<file path="config.mk">
export PLATFORM = sky130hd
export DESIGN_NAME = mkds_cmd_deserializer
export DESIGN_NICKNAME = d
export VERILOG_FILES = /design/src/rtl/mkds_pkg.sv /design/src/rtl/mkds_bit_timer.sv /design/src/rtl/mkds_cmd_deserializer.sv
export SDC_FILE = /design/constraint.sdc
export NUM_CORES = 1
export LEC_CHECK = 0
export BUFFER_PORTS_ARGS = -buffer_cell sky130_fd_sc_hd__buf_2
export CAP_MARGIN = 15
export CORE_ASPECT_RATIO = 1.25
export CORE_MARGIN = 2
export CORE_UTILIZATION = 50
export CTS_CLUSTER_SIZE = 20
export DETAILED_ROUTE_END_ITERATION = 16
export GPL_TIMING_DRIVEN = 1
export MAX_ROUTING_LAYER = met4
export PLACE_DENSITY = 0.7
export SETUP_SLACK_MARGIN = 0.1
export SYNTH_ARGS = -nofsm -noshare
export SYNTH_HDL_FRONTEND = slang
export SYNTH_SLANG_ARGS = --single-unit
</file>
<file path="constraint.sdc">
create_clock -name CLK -period 2 [get_ports CLK]
set_input_delay 0.1 -clock CLK [delete_from_list [all_inputs] [get_ports CLK]]
set_output_delay 0.1 -clock CLK [all_outputs]
set_load 0.02 [all_outputs]
</file>
<file path="src/rtl/mkds_pkg.sv">
// Shared types and constants for the MKDS command deserializer.
// Build option: define MKDS_DESER_PARITY_EN to append an odd-parity bit
// to every frame (17-bit frames instead of 16).
package mkds_pkg;

  typedef enum logic [2:0] {
    ST_IDLE,
    ST_SHIFT,
    ST_CHECK,
    ST_EMIT,
    ST_WAIT_END
  } state_t;

  localparam int FRAME_BITS_PAR   = 17;
  localparam int FRAME_BITS_NOPAR = 16;
  localparam int TIMEOUT_DEFAULT  = 255;
  localparam int DATA_BITS        = 16;

`ifdef MKDS_DESER_PARITY_EN
  localparam int FRAME_BITS = FRAME_BITS_PAR;
`else
  localparam int FRAME_BITS = FRAME_BITS_NOPAR;
`endif

  // Odd parity holds when the XOR over data and parity bit is 1.
  function automatic logic odd_parity_ok(input logic [FRAME_BITS_PAR-1:0] frame);
    return ^frame;
  endfunction

endpackage

</file>
<file path="src/rtl/mkds_bit_timer.sv">
// Counts consecutive enabled cycles; flags the cycle that reaches LIMIT.
// The count saturates so it can never wrap back into a false "fresh" state.
module mkds_bit_timer #(
  parameter int LIMIT = 255
) (
  input  logic clk,
  input  logic srst,
  input  logic clear,
  input  logic enable,
  output logic expired
);

  localparam int CW = $clog2(LIMIT + 1);

  logic [CW-1:0] count_reg;

  // Count idle cycles, restarting whenever the owner clears the timer.
  always_ff @(posedge clk) begin
    if (srst) begin
      count_reg <= '0;
    end else if (clear) begin
      count_reg <= '0;
    end else if (enable && (count_reg != CW'(LIMIT))) begin
      count_reg <= count_reg + 1'b1;
    end
  end

  // The LIMIT-th consecutive enabled cycle is the one that expires.
  assign expired = enable && !clear && (count_reg == CW'(LIMIT - 1));

endmodule

</file>
<file path="src/rtl/mkds_cmd_deserializer.sv">
// Serial command deserializer: collects an MSB-first frame gated by FRAME,
// one bit per SVALID strobe, and presents the 16-bit word on data_out with
// a one-cycle CS strobe two cycles after the last bit is accepted.
// Build option: MKDS_DESER_PARITY_EN adds a trailing odd-parity bit.
module mkds_cmd_deserializer
  import mkds_pkg::*;
#(
  parameter int TIMEOUT = TIMEOUT_DEFAULT
) (
  input  logic        CLK,
  input  logic        RST,
  input  logic        SDI,
  input  logic        SVALID,
  input  logic        FRAME,
  output logic [15:0] data_out,
  output logic        CS,
  output logic        err_frame,
  output logic        err_parity,
  output logic        busy
);

  localparam int CNT_W = 5;
  localparam logic [CNT_W-1:0] LAST_BIT = CNT_W'(FRAME_BITS - 1);

  state_t                  state_reg;
  logic [FRAME_BITS-1:0]   shift_reg;
  logic [FRAME_BITS-1:0]   shift_next;
  logic [CNT_W-1:0]        bit_cnt_reg;
  logic [DATA_BITS-1:0]    data_reg;
  logic                    cs_reg;
  logic                    err_frame_reg;
  logic                    timer_enable;
  logic                    timer_clear;
  logic                    timer_expired;
  logic [DATA_BITS-1:0]    word_next;

  assign shift_next = {shift_reg[FRAME_BITS-2:0], SDI};
  // Data occupies the first 16 bits received; a parity bit, if any, is last.
  assign word_next  = shift_reg[FRAME_BITS-1 -: DATA_BITS];

  // The gap timer only runs inside a frame while no strobe arrives.
  assign timer_enable = (state_reg == ST_SHIFT) && !SVALID;
  assign timer_clear  = !timer_enable;

  mkds_bit_timer #(
    .LIMIT(TIMEOUT)
  ) u_bit_timer (
    .clk    (CLK),
    .srst   (RST),
    .clear  (timer_clear),
    .enable (timer_enable),
    .expired(timer_expired)
  );

`ifdef MKDS_DESER_PARITY_EN
  logic err_parity_reg;
  logic frame_good;

  assign frame_good = odd_parity_ok(shift_reg);
`endif

  // Frame sequencing, shift register, bit counter and registered outputs.
  always_ff @(posedge CLK) begin
    if (RST) begin
      state_reg     <= ST_IDLE;
      shift_reg     <= '0;
      bit_cnt_reg   <= '0;
      data_reg      <= '0;
      cs_reg        <= 1'b0;
      err_frame_reg <= 1'b0;
`ifdef MKDS_DESER_PARITY_EN
      err_parity_reg <= 1'b0;
`endif
    end else begin
      cs_reg        <= 1'b0;
      err_frame_reg <= 1'b0;
`ifdef MKDS_DESER_PARITY_EN
      err_parity_reg <= 1'b0;
`endif
      case (state_reg)
        ST_IDLE: begin
          // Anything left from an aborted frame is dropped here.
          shift_reg   <= '0;
          bit_cnt_reg <= '0;
          if (FRAME) begin
            state_reg <= ST_SHIFT;
            if (SVALID) begin
              shift_reg   <= {{(FRAME_BITS-1){1'b0}}, SDI};
              bit_cnt_reg <= CNT_W'(1);
            end
          end
        end

        ST_SHIFT: begin
          if (SVALID) begin
            shift_reg   <= shift_next;
            bit_cnt_reg <= bit_cnt_reg + 1'b1;
            // The final bit completes the frame even if FRAME falls with it.
            if (bit_cnt_reg == LAST_BIT) begin
              state_reg <= ST_CHECK;
            end else if (!FRAME) begin
              err_frame_reg <= 1'b1;
              state_reg     <= ST_IDLE;
            end
          end else if (!FRAME) begin
            err_frame_reg <= 1'b1;
            state_reg     <= ST_IDLE;
          end else if (timer_expired) begin
            err_frame_reg <= 1'b1;
            state_reg     <= ST_WAIT_END;
          end
        end

        ST_CHECK: begin
`ifdef MKDS_DESER_PARITY_EN
          if (frame_good) begin
            data_reg  <= word_next;
            cs_reg    <= 1'b1;
            state_reg <= ST_EMIT;
          end else begin
            err_parity_reg <= 1'b1;
            state_reg      <= ST_WAIT_END;
          end
`else
          data_reg  <= word_next;
          cs_reg    <= 1'b1;
          state_reg <= ST_EMIT;
`endif
        end

        ST_EMIT: begin
          state_reg <= ST_WAIT_END;
        end

        ST_WAIT_END: begin
          if (!FRAME) begin
            state_reg <= ST_IDLE;
          end
        end

        default: begin
          state_reg <= ST_IDLE;
        end
      endcase
    end
  end

  assign data_out  = data_reg;
  assign CS        = cs_reg;
  assign err_frame = err_frame_reg;
  assign busy      = (state_reg != ST_IDLE);

`ifdef MKDS_DESER_PARITY_EN
  assign err_parity = err_parity_reg;
`else
  assign err_parity = 1'b0;
`endif

endmodule

</file>
## Word level (Yosys, flattened, before mapping)

Index checks and enable logic that the tools add are counted.

- Flip-flop bits (word level): 50
- Latch bits: 0
- Memory bits (writable): 0
- Memory bits (read-only): 0
- Input bits: 5
- Output and inout bits: 20
- Word-level logic and storage cells: 53
- Memories: 0

- Add/subtract/negate cells: 2
- $mul: 0
- Div/mod/pow operators: 0
- Order comparisons: 0
- Equal/unequal tests: 10
- Shift-type cells: 0
- Multiplexer cells: 21
- Bitwise logic cells: 2
- Reduce and logical (&&, ||, !) cells: 11

Operator list:

| cell | number |
|---|---|
| one-hot mux 16 bit (2 select lines) | 1 |
| 2-to-1 mux 3 bit | 6 |
| 2-to-1 mux 16 bit | 1 |
| one-hot mux 3 bit (5 select lines) | 1 |
| 2-to-1 mux 1 bit | 10 |
| one-hot mux 5 bit (2 select lines) | 1 |
| adder 8 x 1 -> 8 bit, second input constant | 1 |
| == test 8 bit, second input constant | 1 |
| != test 8 bit, second input constant | 1 |
| == test 3 x 2 -> 1 bit, second input constant | 2 |
| adder 5 x 1 -> 5 bit, second input constant | 1 |
| == test 5 x 4 -> 1 bit, second input constant | 1 |
| 2-to-1 mux 5 bit | 1 |
| != test 2 bit, second input constant | 2 |
| != test 4 bit, second input constant | 1 |
| AND reduction 2 bit | 2 |
| OR reduction 2 bit | 2 |
| == test 3 x 1 -> 1 bit, second input constant | 1 |
| == test 3 bit, second input constant | 1 |
| logical AND 1 bit | 3 |
| logical NOT 3 bit | 1 |
| nonzero test 3 bit | 1 |
| inverter 1 bit | 2 |
| nonzero test 2 bit | 1 |
| logical NOT 1 bit | 1 |

## Depth between registers and ports, before layout

Gate-level depths: netlist of the first run.

- Word-level depth: 7
- Gate-level depth with buffers: 6

## By module

From an unflattened synthesis of the first run, not the netlist that was laid out.

- Cells, all modules: 213
- Area total of the unflattened synthesis: 2094.5 µm²

Modules (own cells, without submodules):

| module | times used | cells each | area an instance (µm²) | seq. area each (µm²) |
|---|---|---|---|---|
| mkds_cmd_deserializer | 1 | 162 | 1646.6 | 840.8 |
| mkds_bit_timer | 1 | 51 | 447.9 | 160.2 |

## Worst setup path after synthesis of the first run

No wires, ideal clock.

- Path kind: register to register
- From: register state_reg[2]
- To: register u_bit_timer.count_reg[7]
- Setup time: 0.079 ns
- Arrival time: 1.414 ns
- Slack: 0.507 ns
- Cell stages (with the launch flop): 6
- Path buffers: 2
- Period minus slack after synthesis: 1.493 ns
- Cells stage by stage: dfxtp_1 -> buf_6 -> or3b_1 -> or3_1 -> buf_6 -> a211oi_2

- Longest elaborated chain between the ends: 4

RTL lines:

| element | line | text |
|---|---|---|
| from (decl) | mkds_cmd_deserializer.sv:25 | `state_t state_reg;` |
| from (signal assigned) | mkds_cmd_deserializer.sv:65 | `state_reg <= ST_IDLE;` |
| from (signal assigned) | mkds_cmd_deserializer.sv:86 | `state_reg <= ST_SHIFT;` |
| from (signal assigned) | mkds_cmd_deserializer.sv:100 | `state_reg <= ST_CHECK;` |
| == test 3 x 1 -> 1 bit (*) | mkds_cmd_deserializer.sv:42 | `assign timer_enable = (state_reg == ST_SHIFT) && !SVALID;` |
| logical AND 1 bit (*) | mkds_cmd_deserializer.sv:42 |  |
| inverter 1 bit (no line) | n/a |  |
| OR reduction 2 bit (no line) | n/a |  |
| to (signal assigned) | mkds_bit_timer.sv:24 | `count_reg <= count_reg + 1'b1;` |
| to (decl) | mkds_bit_timer.sv:15 | `logic [CW-1:0] count_reg;` |

Every way passes the cells marked *; elsewhere a longest branch is shown, timed or not.
A chain may end at the register's enable or synchronous reset.

## Final worst setup path of the first run

- From: register state_reg[0]
- To: register u_bit_timer.count_reg[3]

The elaborated chain is that of the path after synthesis.

==> results of run 1 <==
## stage by stage
| stage | utilization (%) | setup slack [ns] | hold WS [ns] |
|---|---|---|---|
| 2_1_floorplan | - | 0.507 | 0.273 |
| 3_3_place_gp | 55.5 | 0.321 | 0.407 |
| 3_5_place_dp | 55.5 | 0.321 | 0.411 |
| 4_1_cts | 57.6 | 0.287 | 0.0849 |
| 5_1_grt | 57.7 | 0.126 | 0.0820 |
| 6_report | 57.7 | 0.310 | 0.0828 |
## critical path, delay by kind of cell (launching register included)
kind                   cells  cell delay [ns]
flip-flops                 1             0.44
AO/OA/AOI/OAI              1             0.09
AND/OR/NAND/NOR            2             0.84
buffers and inverters      1             0.20
## worst max-delay path by stage
stage                                           to
after floorplan           u_bit_timer.count_reg[7]
after global placement    u_bit_timer.count_reg[5]
after detailed placement              shift_reg[1]
after CTS                            shift_reg[15]
after global routing      u_bit_timer.count_reg[7]
final                     u_bit_timer.count_reg[3]
## report_power, final
group          switching [mW]  internal (mW)
clock network           0.324          0.247
registers             0.00713           1.00
logic                  0.0532         0.0260
total                   0.384           1.27
## repair_timing
action | CTS | global route
gates resized for setup | 0 | 1
setup endpoints to repair | 0 | 10
buffers inserted | 0 | 0
## cell type report
| class | instances | area [um2] | share of cell area [%] |
|---|---|---|---|
| Timing Repair Buffer | 28 | 153 | 6.46 |
| Sequential cell | 50 | 1000 | 42.4 |
| Tap cell | 56 | 70.1 | 2.96 |
| Multi-Input combinational cell | 167 | 1040 | 44.1 |
| Clock buffer | 6 | 72.6 | 3.07 |
| Inverter | 3 | 11.3 | 0.476 |
| Clock inverter | 2 | 13.8 | 0.582 |
## kinds of logic after synthesis
| kind of cell | after synthesis | synth area share, % |
|---|---|---|
| simple gates | 84 | 20.8 |
| compound gates | 62 | 17.4 |
| flops | 50 | 46.7 |
| buf+inv | 21 | 5.08 |
| mux | 16 | 7.47 |
| fa+ha+maj | 4 | 2.33 |
| other cells | 1 | 0.175 |
## metal layers
metal	part of all wire [%]	wire length, um	vias to the layer above
li1	-	-	873
met1	49	1990	755
met2	47	1900	27
met3	3.3	134	5
met4	0.99	40	0
met5	0	0	-
## cells in the final DEF, fill, tap and decap left out, types with 2 or more instances in the layout
master	Yosys	layout
nor4b_1	2	2
nor2_1	21	21
and4_1	2	2
dfxtp_1	50	50
nand2_1	24	24
a21oi_1	21	21
a31oi_1	7	7
a211oi_2	5	5
nand3_1	5	5
nor3_1	3	3
and3_1	4	4
clkbuf_8	0	5
buf_4	3	5
o21ai_1	4	4
nor2b_1	5	4
mux2i_1	16	16
inv_1	3	3
nor3_2	3	3
o21ai_0	19	19
ha_1	4	4
buf_2	3	23
nand4_1	2	2
==> qor.txt, run 1 <==
Status: finished, final reports clean
# hold bufs at CTS: 0
Gate count after technology mapping: 238
Synth Net Count: 247
GRT Total Usage: 19.3%
DRC viols: 0
Cell area after layout: 0.00236 mm2
Drt pass-1 iters: 4
Synth async-reset ratio: 0%
Endpoints failing hold: 0
EDFF count, synth: 0
Hold path depth: 3
Detail Route Antenna Nets: 0
Share of layout cells above drive strength 1: 18.4%
Area share of the largest cell type after synthesis: 46.7%
Initial Utilization: 52.3%
Rows: 26
Clk slew on worst S/H paths: 0.09 ns
Crit. Startpoint: state_reg[0]
Main synth FF type: dfxtp_1
Unique masters post-synth: 42
Met3 Usage GRT: 4.99%
Nets: 264
Fmax: 0.592 GHz
RSZ-0062 raised after global routing: false
Final antenna diode count: 0
R2r startpoint: state_reg[0]
Grt ovf: 0
Fin Clk Skew: 0.00682 ns
Leak: 0.842 nW
Synth area leader: dfxtp_1
DP HPWL: 2680 um
Maximum VDD drop: 0.000421 V
Synthesis-to-layout area growth: 10.2%
CP Cell Sequence: buf_4, nor4b_1, and2_1, a211oi_2
Pwr Total: 1.66 mW
DR iter-0 viols: 64
Die height: 77.2 um
Core Area: 0.00410 mm2
Io pins: 25
Via count: 1660
Slew @ Worst Pin: 0.634 ns
Busiest grt layer: met2
Clock Path Buffers: 2
YS warnings: 0
Hold Path End: shift_reg[0]
Non-Filler Instances: 312
Vias per inst: 5.32
H-tree depth: 2
GR Util met1: 24.2%
Max Cap Viol: 0
Die area: 0.00483 mm2
Placed Area: 0.00227 mm2
Synth area leaders: dfxtp_1 47%, mux2i_1 7.5%, a21oi_1 4.9%, o21ai_0 4.4%, nand2_1 4.2%
Hold Startpoint: SDI
Crit path kind: reg -> reg
PortBufs: 23
Sequential area share after synthesis: 46.7%
Pin count of the biggest net entering global routing: 43
Dpl cells: 304
Max Transition Viols Final: 0
Reg2reg setup slack: 0.31 ns
PwrDens: 701 mW/mm2
Fillers: 407
DRT Wirelength: 4060 um
GPL Wtd Cong: 0.782
Worst R2R End: u_bit_timer.count_reg[3]
Post-synth top cells: 50 x dfxtp_1, 24 x nand2_1, 21 x a21oi_1, 21 x nor2_1, 19 x o21ai_0
Crit. End Element: register
Count leader, synth: dfxtp_1
Initial antenna violation count: 0
First-pass GRT wire length: 7380 um
Syn_area_per_cell: 9.01 um2
Met2 usage: 30.8%
Rel. slew slack: 57.1%
Fin crit share: 84.5%
Critical Path AT: 1.86 ns
Vias in the first global route: 1604
Inserted Clock Buffers: 5
Clock Latency Late Sink: 0.30 ns
Type of origin of the critical path: register
Die X: 62.6 um
Post-synthesis instance area: 0.00214 mm2
Time the worst path needs with I/O delays and setup: 1.69 ns
Routed len/inst: 13.0 um
Final setup viols: 0
Hold crit path type: in -> reg
Crit-path slowest cell: nor4b_1
Yosys reg bits: 50
Critical Path RT: 2.17 ns
Critical path peak fanout: 9
Root buffer cell: clkbuf_8
Post-route setup TNS: 0 ns
CTS tree: yes
Worst R2R Path Depth: 4
CP max stage delay: 0.53 ns
Clk sinks: 50
Note: power is estimated with default switching activity, not from simulation.
==> run 2: changes to the inputs <==
--- a/config.mk
+++ b/config.mk
@@ -5,6 +5,7 @@
 export SDC_FILE = /design/constraint.sdc
 export NUM_CORES = 1
 export LEC_CHECK = 0
+export ABC_AREA = 1
 export BUFFER_PORTS_ARGS = -buffer_cell sky130_fd_sc_hd__buf_2
 export CAP_MARGIN = 15
 export CORE_ASPECT_RATIO = 1.25
==> constraint.sdc (replaced) <==
create_clock -name CLK -period 1.7 [get_ports CLK]
set_input_delay 0.085 -clock CLK [delete_from_list [all_inputs] [get_ports CLK]]
set_output_delay 0.085 -clock CLK [all_outputs]
set_load 0.02 [all_outputs]
==> run 2 against run 1 <==
Critical path depth grew 3; clock-buffer cell count is the same; total power grew 40%; largest power group unchanged; highest routed layer unchanged.
==> qor.txt, run 2 <==
EDFF count, synth: 0 (unchanged)
Max Transition Viols Final: 0 (unchanged)
Critical path peak fanout: 10 (was 9)
Share of layout cells above drive strength 1: 15.1% (was 18.4%)
Post-synthesis mux area share: 0% (was 7.47%)
Synth async-reset ratio: 0% (unchanged)
Nets: 319 (was 264)
YS warnings: 0 (unchanged)
H-tree depth: 2 (unchanged)
Final antenna diode count: 0 (unchanged)
Syn_area_per_cell: 7.34 um2 (was 9.01 um2)
Inserted Clock Buffers: 5 (unchanged)
Die X: 62.0 um (was 62.6 um)
Most common cell after layout, fill and taps aside: nor2_1 (was dfxtp_1)
Synth area leader: dfxtp_1 (unchanged)
Initial Utilization: 51.6% (was 52.3%)
Detail Route Antenna Nets: 0 (unchanged)
Post-synth top cells: 72 x nor2_1, 50 x dfxtp_1, 34 x nand2_1, 33 x a21oi_1, 23 x o21ai_0 (was 50 x dfxtp_1, 24 x nand2_1, 21 x a21oi_1, 21 x nor2_1, 19 x o21ai_0)
Type of origin of the critical path: register (unchanged)
Drt pass-1 iters: 4 (unchanged)
GPL Wtd Cong: 0.846 (was 0.782)
Post-synthesis instance area: 0.00210 mm2 (was 0.00214 mm2)
Vias in the first global route: 1606 (was 1604)
Grt ovf: 0 (unchanged)
Crit-path slowest cell: dfxtp_1 (was nor4b_1)
Fin Clk Skew: 0.00449 ns (was 0.00682 ns)
Leak: 0.971 nW (was 0.842 nW)
CTS tree: yes (unchanged)
Root buffer cell: clkbuf_8 (unchanged)
Hold crit path type: in -> reg (unchanged)
PwrDens: 979 mW/mm2 (was 701 mW/mm2)
Crit path buf inv count: 1 (unchanged)
Crit path kind: reg -> reg (unchanged)
Clock Latency Late Sink: 0.30 ns (about the same)
Rows: 26 (unchanged)
Clk sinks: 50 (unchanged)
DP HPWL: 2770 um (was 2680 um)
Clk slew on worst S/H paths: 0.09 ns (about the same)
Routed len/inst: 10.7 um (was 13.0 um)
Gate count after technology mapping: 286 (was 238)
Top delay family on crit path: simple AND/OR/NAND/NOR gates (unchanged)
Via count: 1776 (was 1660)
# hold bufs at CTS: 0 (unchanged)
Vias per inst: 4.84 (was 5.32)
Critical Path AT: 1.58 ns (was 1.86 ns)
Critical Path RT: 1.89 ns (was 2.17 ns)
Die area: 0.00474 mm2 (was 0.00483 mm2)
Synth area leaders: dfxtp_1 48%, nor2_1 13%, a21oi_1 7.9%, nand2_1 6.1%, o21ai_0 5.5% (was dfxtp_1 47%, mux2i_1 7.5%, a21oi_1 4.9%, o21ai_0 4.4%, nand2_1 4.2%)
Fmax: 0.723 GHz (was 0.592 GHz)
GRT Total Usage: 18.8% (was 19.3%)
Unique masters post-synth: 25 (was 42)
Maximum VDD drop: 0.000567 V (was 0.000421 V)
Post-route setup TNS: 0 ns (unchanged)
Status: finished, final reports clean (unchanged)
Post-synthesis simple-gate area fraction: 25.3% (was 20.8%)
DRT Wirelength: 3930 um (was 4060 um)
First-pass GRT wire length: 6720 um (was 7380 um)
DRC viols: 0 (unchanged)
Postcts setup bufs: 0 (unchanged)
Placed Area: 0.00225 mm2 (was 0.00227 mm2)
Die height: 76.5 um (was 77.2 um)
Synth Area in Adders: 2.38% (was 2.33%)
Pin count of the biggest net entering global routing: 37 (was 43)
Clock Path Buffers: 2 (unchanged)
Main synth FF type: dfxtp_1 (unchanged)
Count leader, synth: nor2_1 (was dfxtp_1)
Time the worst path needs with I/O delays and setup: 1.38 ns (was 1.69 ns)
DR iter-0 viols: 70 (was 64)
Io pins: 25 (unchanged)
Final setup viols: 0 (unchanged)
Top library cells by usage in the layout, fill and taps aside: 72 x nor2_1, 50 x dfxtp_1, 34 x nand2_1 (was 50 x dfxtp_1, 24 x nand2_1, 23 x buf_2)
Max Cap Viol: 0 (unchanged)
CP max stage delay: 0.38 ns (was 0.53 ns)
# resized after CTS: 0 (unchanged)
Synth Area in Compound Gates: 17.4% (about the same)
Synth Net Count: 295 (was 247)
Cell area after layout: 0.00236 mm2 (unchanged)
Most used cell along the critical path: nand2_1
PortBufs: 23 (unchanged)
Area share of the largest cell type after synthesis: 47.7% (was 46.7%)
RSZ-0062 raised after global routing: false (unchanged)
Yosys reg bits: 50 (unchanged)
Synth Area in XOR/XNOR: 0.834% (was 0%)
Sequential area share after synthesis: 47.7% (was 46.7%)
Initial antenna violation count: 0 (unchanged)
Endpoints failing hold: 0 (unchanged)
Crit. End Element: register (unchanged)
Fin crit share: 81.4% (was 84.5%)
CP Cell Sequence: nor2_2, nand2_1, nand2_2, buf_4, nand3_1, nand2_1, nor2_1 (was buf_4, nor4b_1, and2_1, a211oi_2)
Main combinational cell family by area after synthesis: simple AND/OR/NAND/NOR gates (unchanged)
Core Area: 0.00407 mm2 (was 0.00410 mm2)
Fillers: 407 (unchanged)
Synthesis-to-layout area growth: 12.6% (was 10.2%)
[run 2: area by class of cell]
class | count | area [um2] | share of cell area [%]
flip-flops and latches | 50 | 1000 | 42.4
multi-input cells | 208 | 967 | 40.9
repair buffers | 27 | 145 | 6.14
clock buffers | 6 | 72.6 | 3.07
inverters | 18 | 70.1 | 2.96
well taps | 56 | 70.1 | 2.96
clock inverters | 2 | 37.5 | 1.59
[run 2: per-layer routing]
metal	GRT usage, %	share of wire [%]	vias to the layer above
met3	4.58	3.3	5
li1	-	-	975
met2	30.6	47	24
met1	21.9	48	772
met4	6.38	1.3	0
met5	-	0	-
[run 2: stage by stage]
stage | util [%] | std cells | power [mW] | setup WS [ns] | hold slack, ns
detailed placement | 55.4 | 359 | 1.52 | 0.343 | 0.337
finish | 58.1 | 367 | 2.31 | 0.317 | 0.0290
floorplan | - | 286 | 1.47 | 0.381 | 0.154
CTS | 58.1 | 367 | 2.33 | 0.326 | 0.0242
global placement | 55.4 | 359 | 1.51 | 0.331 | 0.334
global route | 58.1 | 367 | 2.42 | 0.187 | 0.0613
[run 2: worst paths after layout]
path / endpoint / slack (ns) / from / cells after the start
worst max-delay path: bit_cnt_reg[3] / 0.32 / state_reg[0] / 7
worst min-delay path: shift_reg[0] / 0.03 / SDI / 3
worst min register to register: data_out[8] / 0.48 / data_out[8] / 2
worst max register to register: bit_cnt_reg[3] / 0.32 / state_reg[0] / 7
[run 2: worst register-to-register path: stages, from the launching register on]
cell     delay, ns
dfxtp_1       0.38
nor2_2        0.19
nand2_1       0.14
nand2_2       0.20
buf_4         0.21
nand3_1       0.08
nand2_1       0.06
nor2_1        0.04
[run 2: cells by family after synthesis]
kind of cell / count (synthesis)
other cells: 1
buf+inv: 28
xor+xnor: 2
simple gates: 128
flops: 50
fa+ha+maj: 4
compound gates: 73
[run 2: where the power goes]
group | internal [mW] | switching, mW | leakage, nW
clock network | 0.439 | 0.385 | 0.0514
logic | 0.0791 | 0.157 | 0.514
registers | 1.22 | 0.0353 | 0.406
